`src/rtl/jk_ff_exerciser_if.sv`:
```
// Handshake bundle between the JK exerciser and the flip-flop under test.
// The exerciser owns the master side; the lab harness/bench owns the slave.
interface jk_ff_exerciser_if #(
  parameter int ERR_W = 8
);
  logic             start;
  logic             dut_q;
  logic             j;
  logic             k;
  logic             busy;
  logic             done;
  logic             pass;
  logic [ERR_W-1:0] err_cnt;
  logic [7:0]       first_err;

  modport master (
    input  start, dut_q,
    output j, k, busy, done, pass, err_cnt, first_err
  );

  modport slave (
    output start, dut_q,
    input  j, k, busy, done, pass, err_cnt, first_err
  );
endinterface

```
`src/rtl/jk_ff_exerciser.sv`:
```
// Drives LFSR J/K vectors into a JK flip-flop and checks its Q
// against a reference model one cycle behind each applied vector.
module jk_ff_exerciser #(
  parameter int         N_VEC = 32,
  parameter logic [7:0] SEED  = 8'hA5,
  parameter int         ERR_W = 8
) (
  input logic              clk,
  input logic              rst_n,
  jk_ff_exerciser_if.master bus
);

  typedef enum logic [2:0] {
    S_IDLE,
    S_INIT,
    S_RUN,
    S_DRAIN,
    S_DONE
  } state_t;

  localparam logic [7:0] LSEED =
    (SEED == 8'h00) ? 8'h01 : SEED;
  localparam logic [7:0] LAST = 8'(N_VEC - 1);

  state_t           r_state, w_state;
  logic [7:0]       r_lfsr, w_lfsr;
  logic [7:0]       r_idx, w_idx;
  logic             r_exp_q, w_exp_q;
  logic             r_j, w_j;
  logic             r_k, w_k;
  logic             r_busy, w_busy;
  logic             r_done, w_done;
  logic             r_pass, w_pass;
  logic [ERR_W-1:0] r_err, w_err;
  logic [7:0]       r_first, w_first;

  logic             w_chk;
  logic             w_mis;
  logic [7:0]       w_tag;
  logic [7:0]       w_lfsr_nx;
  logic             w_exp_nx;

  always_comb begin
    w_state = r_state;
    w_lfsr  = r_lfsr;
    w_idx   = r_idx;
    w_exp_q = r_exp_q;
    w_j     = r_j;
    w_k     = r_k;
    w_busy  = r_busy;
    w_done  = 1'b0;
    w_pass  = r_pass;
    w_err   = r_err;
    w_first = r_first;

    w_lfsr_nx = {r_lfsr[6:0],
                 r_lfsr[7] ^ r_lfsr[5] ^
                 r_lfsr[4] ^ r_lfsr[3]};

    unique case ({r_j, r_k})
      2'b00:   w_exp_nx = r_exp_q;
      2'b01:   w_exp_nx = 1'b0;
      2'b10:   w_exp_nx = 1'b1;
      default: w_exp_nx = ~r_exp_q;
    endcase

    // First RUN edge checks the INIT reset, tagged 8'hFE.
    w_chk = (r_state == S_RUN) ||
            (r_state == S_DRAIN);
    w_tag = (r_state == S_RUN && r_idx == 8'd0) ?
            8'hFE : r_idx - 8'd1;
    w_mis = w_chk && (bus.dut_q != r_exp_q);

    if (w_mis) begin
      if (r_err != '1)
        w_err = r_err + 1'b1;
      if (r_first == 8'hFF)
        w_first = w_tag;
    end

    unique case (r_state)
      S_IDLE, S_DONE: begin
        if (bus.start) begin
          w_err   = '0;
          w_first = 8'hFF;
          w_pass  = 1'b0;
          w_lfsr  = LSEED;
          w_j     = 1'b0;
          w_k     = 1'b1;
          w_busy  = 1'b1;
          w_state = S_INIT;
        end
      end
      S_INIT: begin
        w_exp_q = 1'b0;
        w_j     = r_lfsr[0];
        w_k     = r_lfsr[1];
        w_idx   = 8'd0;
        w_state = S_RUN;
      end
      S_RUN: begin
        w_exp_q = w_exp_nx;
        w_lfsr  = w_lfsr_nx;
        w_idx   = r_idx + 8'd1;
        if (r_idx == LAST) begin
          w_j     = 1'b0;
          w_k     = 1'b0;
          w_state = S_DRAIN;
        end else begin
          w_j = w_lfsr_nx[0];
          w_k = w_lfsr_nx[1];
        end
      end
      S_DRAIN: begin
        w_pass  = (w_err == '0);
        w_busy  = 1'b0;
        w_done  = 1'b1;
        w_state = S_DONE;
      end
      default: w_state = S_IDLE;
    endcase
  end

  always_ff @(posedge clk or negedge rst_n) begin
    if (!rst_n) begin
      r_state <= S_IDLE;
      r_lfsr  <= SEED;
      r_idx   <= 8'd0;
      r_exp_q <= 1'b0;
      r_j     <= 1'b0;
      r_k     <= 1'b0;
      r_busy  <= 1'b0;
      r_done  <= 1'b0;
      r_pass  <= 1'b0;
      r_err   <= '0;
      r_first <= 8'hFF;
    end else begin
      r_state <= w_state;
      r_lfsr  <= w_lfsr;
      r_idx   <= w_idx;
      r_exp_q <= w_exp_q;
      r_j     <= w_j;
      r_k     <= w_k;
      r_busy  <= w_busy;
      r_done  <= w_done;
      r_pass  <= w_pass;
      r_err   <= w_err;
      r_first <= w_first;
    end
  end

  assign bus.j         = r_j;
  assign bus.k         = r_k;
  assign bus.busy      = r_busy;
  assign bus.done      = r_done;
  assign bus.pass      = r_pass;
  assign bus.err_cnt   = r_err;
  assign bus.first_err = r_first;

endmodule

```
`src/flat_wrapper.sv`:
```
// flat-port wrapper written by rule: the top's interface ports become plain ports
module jk_ff_exerciser_flat 
#(
  parameter int         N_VEC = 32,
  parameter logic [7:0] SEED  = 8'hA5,
  parameter int         ERR_W = 8
)
  (clk, rst_n, bus_start, bus_dut_q, bus_j, bus_k, bus_busy, bus_done, bus_pass, bus_err_cnt, bus_first_err);
  jk_ff_exerciser_if #(.ERR_W(ERR_W)) bus_i ();
  input logic clk;
  input logic rst_n;
  input wire logic [$bits(bus_i.start)-1:0] bus_start;
  input wire logic [$bits(bus_i.dut_q)-1:0] bus_dut_q;
  output wire logic [$bits(bus_i.j)-1:0] bus_j;
  output wire logic [$bits(bus_i.k)-1:0] bus_k;
  output wire logic [$bits(bus_i.busy)-1:0] bus_busy;
  output wire logic [$bits(bus_i.done)-1:0] bus_done;
  output wire logic [$bits(bus_i.pass)-1:0] bus_pass;
  output wire logic [$bits(bus_i.err_cnt)-1:0] bus_err_cnt;
  output wire logic [$bits(bus_i.first_err)-1:0] bus_first_err;
  assign bus_i.start = bus_start;
  assign bus_i.dut_q = bus_dut_q;
  assign bus_j = bus_i.j;
  assign bus_k = bus_i.k;
  assign bus_busy = bus_i.busy;
  assign bus_done = bus_i.done;
  assign bus_pass = bus_i.pass;
  assign bus_err_cnt = bus_i.err_cnt;
  assign bus_first_err = bus_i.first_err;
  jk_ff_exerciser #(.N_VEC(N_VEC), .SEED(SEED), .ERR_W(ERR_W)) u_core (.clk(clk), .rst_n(rst_n), .bus(bus_i));
endmodule
```
`config.mk`:
```
export PLATFORM = sky130hd
export DESIGN_NAME = jk_ff_exerciser_flat
export DESIGN_NICKNAME = d
export VERILOG_FILES = /design/src/rtl/jk_ff_exerciser_if.sv /design/src/rtl/jk_ff_exerciser.sv /design/src/flat_wrapper.sv
export SDC_FILE = /design/constraint.sdc
export NUM_CORES = 1
export LEC_CHECK = 0
export CAP_MARGIN = 20
export CORE_ASPECT_RATIO = 1.5
export CORE_MARGIN = 5
export CORE_UTILIZATION = 59
export CTS_CLUSTER_DIAMETER = 40
export DETAILED_ROUTE_END_ITERATION = 12
export GPL_ROUTABILITY_DRIVEN = 0
export PLACE_DENSITY = 0.84
export SYNTH_ARGS = -nofsm -noshare
export SYNTH_HDL_FRONTEND = slang
export SYNTH_SLANG_ARGS = --single-unit
```
`constraint.sdc`:
```
create_clock -name clk -period 3.9 [get_ports clk]
set_clock_uncertainty 0.1 [all_clocks]
set_input_delay 0.78 -clock clk [delete_from_list [all_inputs] [get_ports clk]]
set_output_delay 0.78 -clock clk [all_outputs]
set_load 0.005 [all_outputs]
```
==> results of run 1 <==
==> sequential cells by signal, indices dropped and copies added (netlist names) <==
name	cells
u_core.bus.busy	1
u_core.bus.done	1
u_core.bus.err_cnt	8
u_core.bus.first_err	8
u_core.bus.j	1
u_core.bus.k	1
u_core.bus.pass	1
u_core.r_exp_q	1
u_core.r_idx	8
u_core.r_lfsr	8
u_core.r_state	3
==> layer usage <==
layer | share of wire | vias up | GRT usage
met5 | 0 | - | 0
met1 | 0.39 | 830 | 0.222
met3 | 0.044 | 17 | 0.0466
met2 | 0.53 | 50 | 0.345
met4 | 0.033 | 0 | 0.109
li1 | - | 816 | -
==> worst max-delay path, stage by stage <==
cell and delay (ns):
clkdlybuf4s50_1 0.46, xnor2_1 0.21, nor3_2 0.39, and4bb_1 0.25, o221ai_1 0.12, o31ai_1 0.22
==> through the flow <==
step | hold WS, ns | worst slack (ns) | area (um^2) | std cells
floorplan | 0.339 | 1.85 | 2100 | 216
finish | 0.377 | 1.56 | 2470 | 282
detailed placement | 0.364 | 1.26 | 2350 | 274
CTS | 0.374 | 1.57 | 2470 | 282
global route | 0.408 | 1.46 | 2470 | 282
global placement | 0.361 | 1.29 | 2350 | 274
==> final timing paths <==
kind	to	cells after the start	slack, ns
worst min-delay path	u_core.bus.first_err[0]$_DFF_PN1_	1	0.38
min in group asynchronous	u_core.bus.err_cnt[6]$_DFF_PN0_	1	0.50
worst max register to register	u_core.bus.pass$_DFFE_PN0P_	6	1.64
max in group asynchronous	u_core.r_idx[6]$_DFFE_PN0N_	1	2.64
worst min register to register	u_core.bus.first_err[0]$_DFF_PN1_	1	0.38
worst max-delay path	u_core.bus.pass$_DFFE_PN0P_	6	1.56
==> cell usage in the layout, fill, tap and decap left out, types with 2 or more instances in the layout <==
cell | synthesis | final
dfrtp_1 | 29 | 29
nand2_1 | 28 | 28
clkdlybuf4s50_1 | 0 | 23
nor2_1 | 17 | 17
nand3_1 | 12 | 12
dfstp_2 | 12 | 12
inv_1 | 11 | 11
o21ai_1 | 10 | 10
xnor2_1 | 8 | 8
o21ai_0 | 7 | 7
mux2i_1 | 7 | 7
clkbuf_8 | 0 | 6
nand4_1 | 5 | 5
xor2_1 | 5 | 5
a31oi_1 | 5 | 5
ha_1 | 5 | 5
nor3_1 | 4 | 4
nand2b_1 | 3 | 3
a21oi_1 | 3 | 3
a22o_1 | 3 | 3
o22a_1 | 3 | 3
nor2b_1 | 2 | 2
o31ai_1 | 2 | 2
o211ai_1 | 2 | 2
or3_1 | 2 | 2
and3_1 | 2 | 2
o221ai_1 | 2 | 2
nor3b_1 | 2 | 2
==> cell type report <==
| type | instances | area, um^2 |
|---|---|---|
| clock buffer | 6 | 82.6 |
| sequential | 41 | 1040 |
| tap | 42 | 52.6 |
| inverter | 11 | 41.3 |
| timing repair buffer | 24 | 235 |
| multi-input combinational | 156 | 985 |
| clock inverter | 2 | 37.5 |
| fill | 268 | 941 |
==> power groups by stage <==
stage | Clock (mW) | Combinational (mW) | Sequential, mW
floorplan | 0 | 0.543 | 0.707
CTS | 0.359 | 0.806 | 0.734
global placement | 0 | 0.774 | 0.736
detailed placement | 0 | 0.804 | 0.741
global route | 0.383 | 0.889 | 0.759
finish | 0.354 | 0.801 | 0.736
==> cells by family (layout without fill, tap and decap cells) <==
family	count (synthesis)	count (layout)	synth area share
AO/OA/AOI/OAI	46	46	0.150
XOR/XNOR	13	13	0.0542
adder cells (fa/ha/maj)	5	5	0.0298
buffers and inverters	19	43	0.0352
flip-flops	41	41	0.496
multiplexers	7	7	0.0334
AND/OR/NAND/NOR	85	85	0.201
==> flow_summary.ini, run 1 <==
[status]
status = complete, no violations

[clock_tree]
root_buffer = clkbuf_8
clock-sinks = 41
post_cts_buffers = 0
clk_pin_slew_ns = 0.08
cts_max_level = 2
cts_tree = yes
numCtsBuffers = 5
cts_resized = 0
clockBufferDepth = 2
insertion_delay_ns = 0.29
ctsHoldBuffers = 0

[global_routing]
grt_pass1_vias = 1744
antenna_found_initial = 0
grt_pass1_wl_um = 7690
track_usage = 0.201
grt.overflow.total = 0
grt_max_degree = 42

[placement]
dpl.hpwl_um = 3260
port_buffers = 24

[critical_path]
cp-end-kind = register
path_class = in2reg
path_max_fanout = 7
reg2reg_from = u_core.bus.err_cnt[0]$_DFF_PN0_
crit_required_ns = 4.00
crit_path_start_kind = input port
crit_start = bus_dut_q
crit_arrival_ns = 2.44

[yosys]
synth_common_cells = 29 x dfrtp_1, 28 x nand2_1, 17 x nor2_1, 12 x dfstp_2, 12 x nand3_1
yosys.cell_types.count = 45
synth_top_area_frac = 0.346
syn-instance-count = 216
synth_area_leaders = dfrtp_1 35%, dfstp_2 15%, nand2_1 5.0%
async_flop_share = 1.00
syn_area_um2 = 2100
synth-edff-count = 0
synth_top_area_cell = dfrtp_1
yosys_warnings = 0
synth-seq-cells = 41
synth.avg_cell_area_um2 = 9.72
synth_top_flop_cell = dfrtp_1
syn_nets = 225
seq_area_frac_synth = 0.496
yosysMostFrequentCell = dfrtp_1

[min_path]
min_from = u_core.r_idx[0]$_DFFE_PN0N_
hp-class = reg2reg

[timing]
setup_viol = 0
worst_pin_slew_ns = 0.885
hold_viol = 0
period_share = 0.600
fmax_mhz = 427
setup-tns-final_ns = 0
slew_headroom = 0.410
drv_slew = 0
rsz0062_at_grt = false
period_needed_ns = 2.34

[floorplan]
io-pin-count = 25
fp.dieW_um = 58.7
die_h_um = 83.1
die-area_um2 = 4880
start_util = 0.615
row_count = 26
core_area_um2 = 3420

[layout]
syn_to_final_growth_pct = 17.9
nNetsFinal = 248
drive_above_1_share = 0.100
n_antenna_cell = 0
final_core_util = 0.725

[power]
netSwitchingPower_mw = 0.701
total_leakage_power_nw = 1.07
seqPwrFrac = 0.389
combPwrFrac = 0.424
p_int_mw = 1.19
finalPower_mw = 1.89
power_density_nw_per_um2 = 764
swShare = 0.371
ir_worst_vdd_mv = 0.516
pwr-share-clk = 0.187

[drt]
final_antenna_net_count = 0
route.detailed.drc = 0
routedWlPerCell_um = 16.0
vias = 1713
routed_wl_um = 4510
viasPerCell = 6.07
dr.first_iter.drc_count = 50
dr.pass1.iters = 4

[job]
max_cap_violations = 0
(Power assumes the default switching activity.)
==> run 2: changes to the inputs <==
--- a/config.mk
+++ b/config.mk
@@ -8,11 +8,11 @@
 export CAP_MARGIN = 20
 export CORE_ASPECT_RATIO = 1.5
 export CORE_MARGIN = 5
-export CORE_UTILIZATION = 59
+export CORE_UTILIZATION = 55
 export CTS_CLUSTER_DIAMETER = 40
 export DETAILED_ROUTE_END_ITERATION = 12
 export GPL_ROUTABILITY_DRIVEN = 0
-export PLACE_DENSITY = 0.84
+export PLACE_DENSITY = 0.79
 export SYNTH_ARGS = -nofsm -noshare
 export SYNTH_HDL_FRONTEND = slang
 export SYNTH_SLANG_ARGS = --single-unit
==> constraint.sdc (replaced) <==
create_clock -name clk -period 2.4 [get_ports clk]
set_clock_uncertainty 0.1 [all_clocks]
set_input_delay 0.48 -clock clk [delete_from_list [all_inputs] [get_ports clk]]
set_output_delay 0.48 -clock clk [all_outputs]
set_load 0.005 [all_outputs]
==> run 2 against run 1 <==
Net effect: cell count up 2.5%; first-iteration DRC count grew 54%; global-route usage fell by 0.14 points; non-clock buffer count up 6; sequential power increased by 62%; clock-buffer cell count rose by 2; sequential share of layout area shrank 0.27 points; die area grew 6.2%; clock power rose by 28%; total power up 60%; setup slack got worse by 1.3 ns; hold slack worse by 0.37 ns; highest routed layer unchanged.
==> flow_summary.ini, run 2 (same netlist as run 1, synthesis figures left out) <==
[clock_tree]
cts_max_level = 2
clock-sinks = 41
numCtsBuffers = 5
cts_resized = 0
ctsHoldBuffers = 0
clk_pin_slew_ns = 0.07
post_cts_buffers = 0
cts_tree = yes
clockBufferDepth = 2
root_buffer = clkbuf_8
insertion_delay_ns = 0.29

[floorplan]
row_count = 27
core_area_um2 = 3680
io-pin-count = 25
start_util = 0.570
fp.dieW_um = 60.4
die-area_um2 = 5180
die_h_um = 85.7

[global_routing]
grt.overflow.total = 0
track_usage = 0.200
grt_max_degree = 26
grt_pass1_vias = 1706
antenna_found_initial = 0
grt_pass1_wl_um = 7890

[timing]
drv_slew = 0
period_share = 0.878
fmax_mhz = 475
rsz0062_at_grt = false
hold_viol = 0
period_needed_ns = 2.11
worst_pin_slew_ns = 0.506
slew_headroom = 0.661
setup_viol = 0
setup_ws_ns = 0.294
setup-tns-final_ns = 0

[layout]
mostFrequentLayoutCells = 29 x dfrtp_1, 28 x nand2_1, 23 x clkdlybuf4s50_1
nNetsFinal = 254
fin_cells = 289
syn_to_final_growth_pct = 18.7
layout_commonest_cell = dfrtp_1
stdcell_area_um2 = 2490
drive_above_1_share = 0.114
n_antenna_cell = 0

[drt]
route.detailed.drc = 0
viasPerCell = 5.96
routed_wl_um = 4560
routedWlPerCell_um = 15.8
vias = 1723
dr.first_iter.drc_count = 77
final_antenna_net_count = 0
dr.pass1.iters = 4

[placement]
dpl.hpwl_um = 3360
dp_slack_ns = 0.0154
place_area_um2 = 2400
port_buffers = 24
dp_cells = 281

[critical_path]
crit_arrival_ns = 2.21
cp-end-kind = register
path_class = reg2reg
crit_chain = ha_1 > nand3_1 > o211ai_1 > nor3b_1 > o221ai_1 > o31ai_1
crit_path_start_kind = register
crit_required_ns = 2.50
crit_path_max_incr_delay_ns = 0.46
path_max_fanout = 7
r2r_slack_ns = 0.29
critical_path.top_delay_family = compound AO/OA/AOI/OAI gates
critPathBufInv = 0
slowest_stage = dfrtp_1

[power]
power_density_nw_per_um2 = 1210
total_leakage_power_nw = 1.09
ir_worst_vdd_mv = 0.913

[min_path]
hp-class = in2async

[status]
status = complete, no violations

[job]
max_cap_violations = 0
==> run 2: routing by layer <==
metal / wire length [um] / vias up / part of all wire / GRT usage
li1: - / 821 / - / -
met1: 1820 / 854 / 0.40 / 0.250
met2: 2470 / 42 / 0.54 / 0.333
met3: 197 / 6 / 0.043 / 0.0407
met4: 65 / 0 / 0.014 / 0.0769
met5: 0 / - / 0 / 0
==> run 2: worst register-to-register path: stages (launching register included) <==
cell      delay (ns)
dfrtp_1         0.46
ha_1            0.28
nand3_1         0.14
o211ai_1        0.46
nor3b_1         0.25
o221ai_1        0.13
o31ai_1         0.20
==> run 2: area by class of cell <==
type / count / area [um^2]
Clock buffer: 8 / 90.1
Fill cell: 318 / 1190
Inverter: 11 / 41.3
Multi-Input combinational cell: 156 / 985
Sequential cell: 41 / 1040
Tap cell: 43 / 53.8
Timing Repair Buffer: 30 / 280
==> run 2: through the flow <==
step | power (mW) | utilization | hold WS [ns]
5_1_grt | 3.26 | 0.677 | 0.0153
2_1_floorplan | 2.03 | - | 0.0844
6_report | 3.02 | 0.677 | 0.00561
4_1_cts | 3.04 | 0.677 | 0.00333
3_3_place_gp | 2.53 | 0.652 | 0.320
3_5_place_dp | 2.57 | 0.652 | 0.321
==> run 2: path summary, 6_finish.rpt <==
path                            cells after the start                                 to                             from
max in group asynchronous                           2       u_core.r_lfsr[5]$_DFFE_PN1P_                            rst_n
min in group clk                                    1  u_core.bus.first_err[0]$_DFF_PN1_      u_core.r_idx[0]$_DFFE_PN0N_
worst max register to register                      6        u_core.bus.pass$_DFFE_PN0P_  u_core.bus.err_cnt[0]$_DFF_PN0_
worst min register to register                      1  u_core.bus.first_err[0]$_DFF_PN1_      u_core.r_idx[0]$_DFFE_PN0N_
worst min-delay path                                1    u_core.bus.err_cnt[6]$_DFF_PN0_                            rst_n
worst max-delay path                                6        u_core.bus.pass$_DFFE_PN0P_  u_core.bus.err_cnt[0]$_DFF_PN0_
==> run 2: where the power goes <==
group          internal [mW]  total (mW)  switching (mW)  leakage, nW
clock                  0.234       0.452           0.217       0.0455
combinational          0.662        1.37           0.712        0.538
sequential             0.985        1.19           0.208        0.508
total                   1.88        3.02            1.14         1.09
==> run 3: changes to the inputs <==
--- a/config.mk
+++ b/config.mk
@@ -5,6 +5,7 @@
 export SDC_FILE = /design/constraint.sdc
 export NUM_CORES = 1
 export LEC_CHECK = 0
+export ABC_CLOCK_PERIOD_IN_PS = 2400
 export CAP_MARGIN = 20
 export CORE_ASPECT_RATIO = 1.5
 export CORE_MARGIN = 5
==> results of run 3 <==
No change in the layout: final DEF, timing and power equal those of run 2.
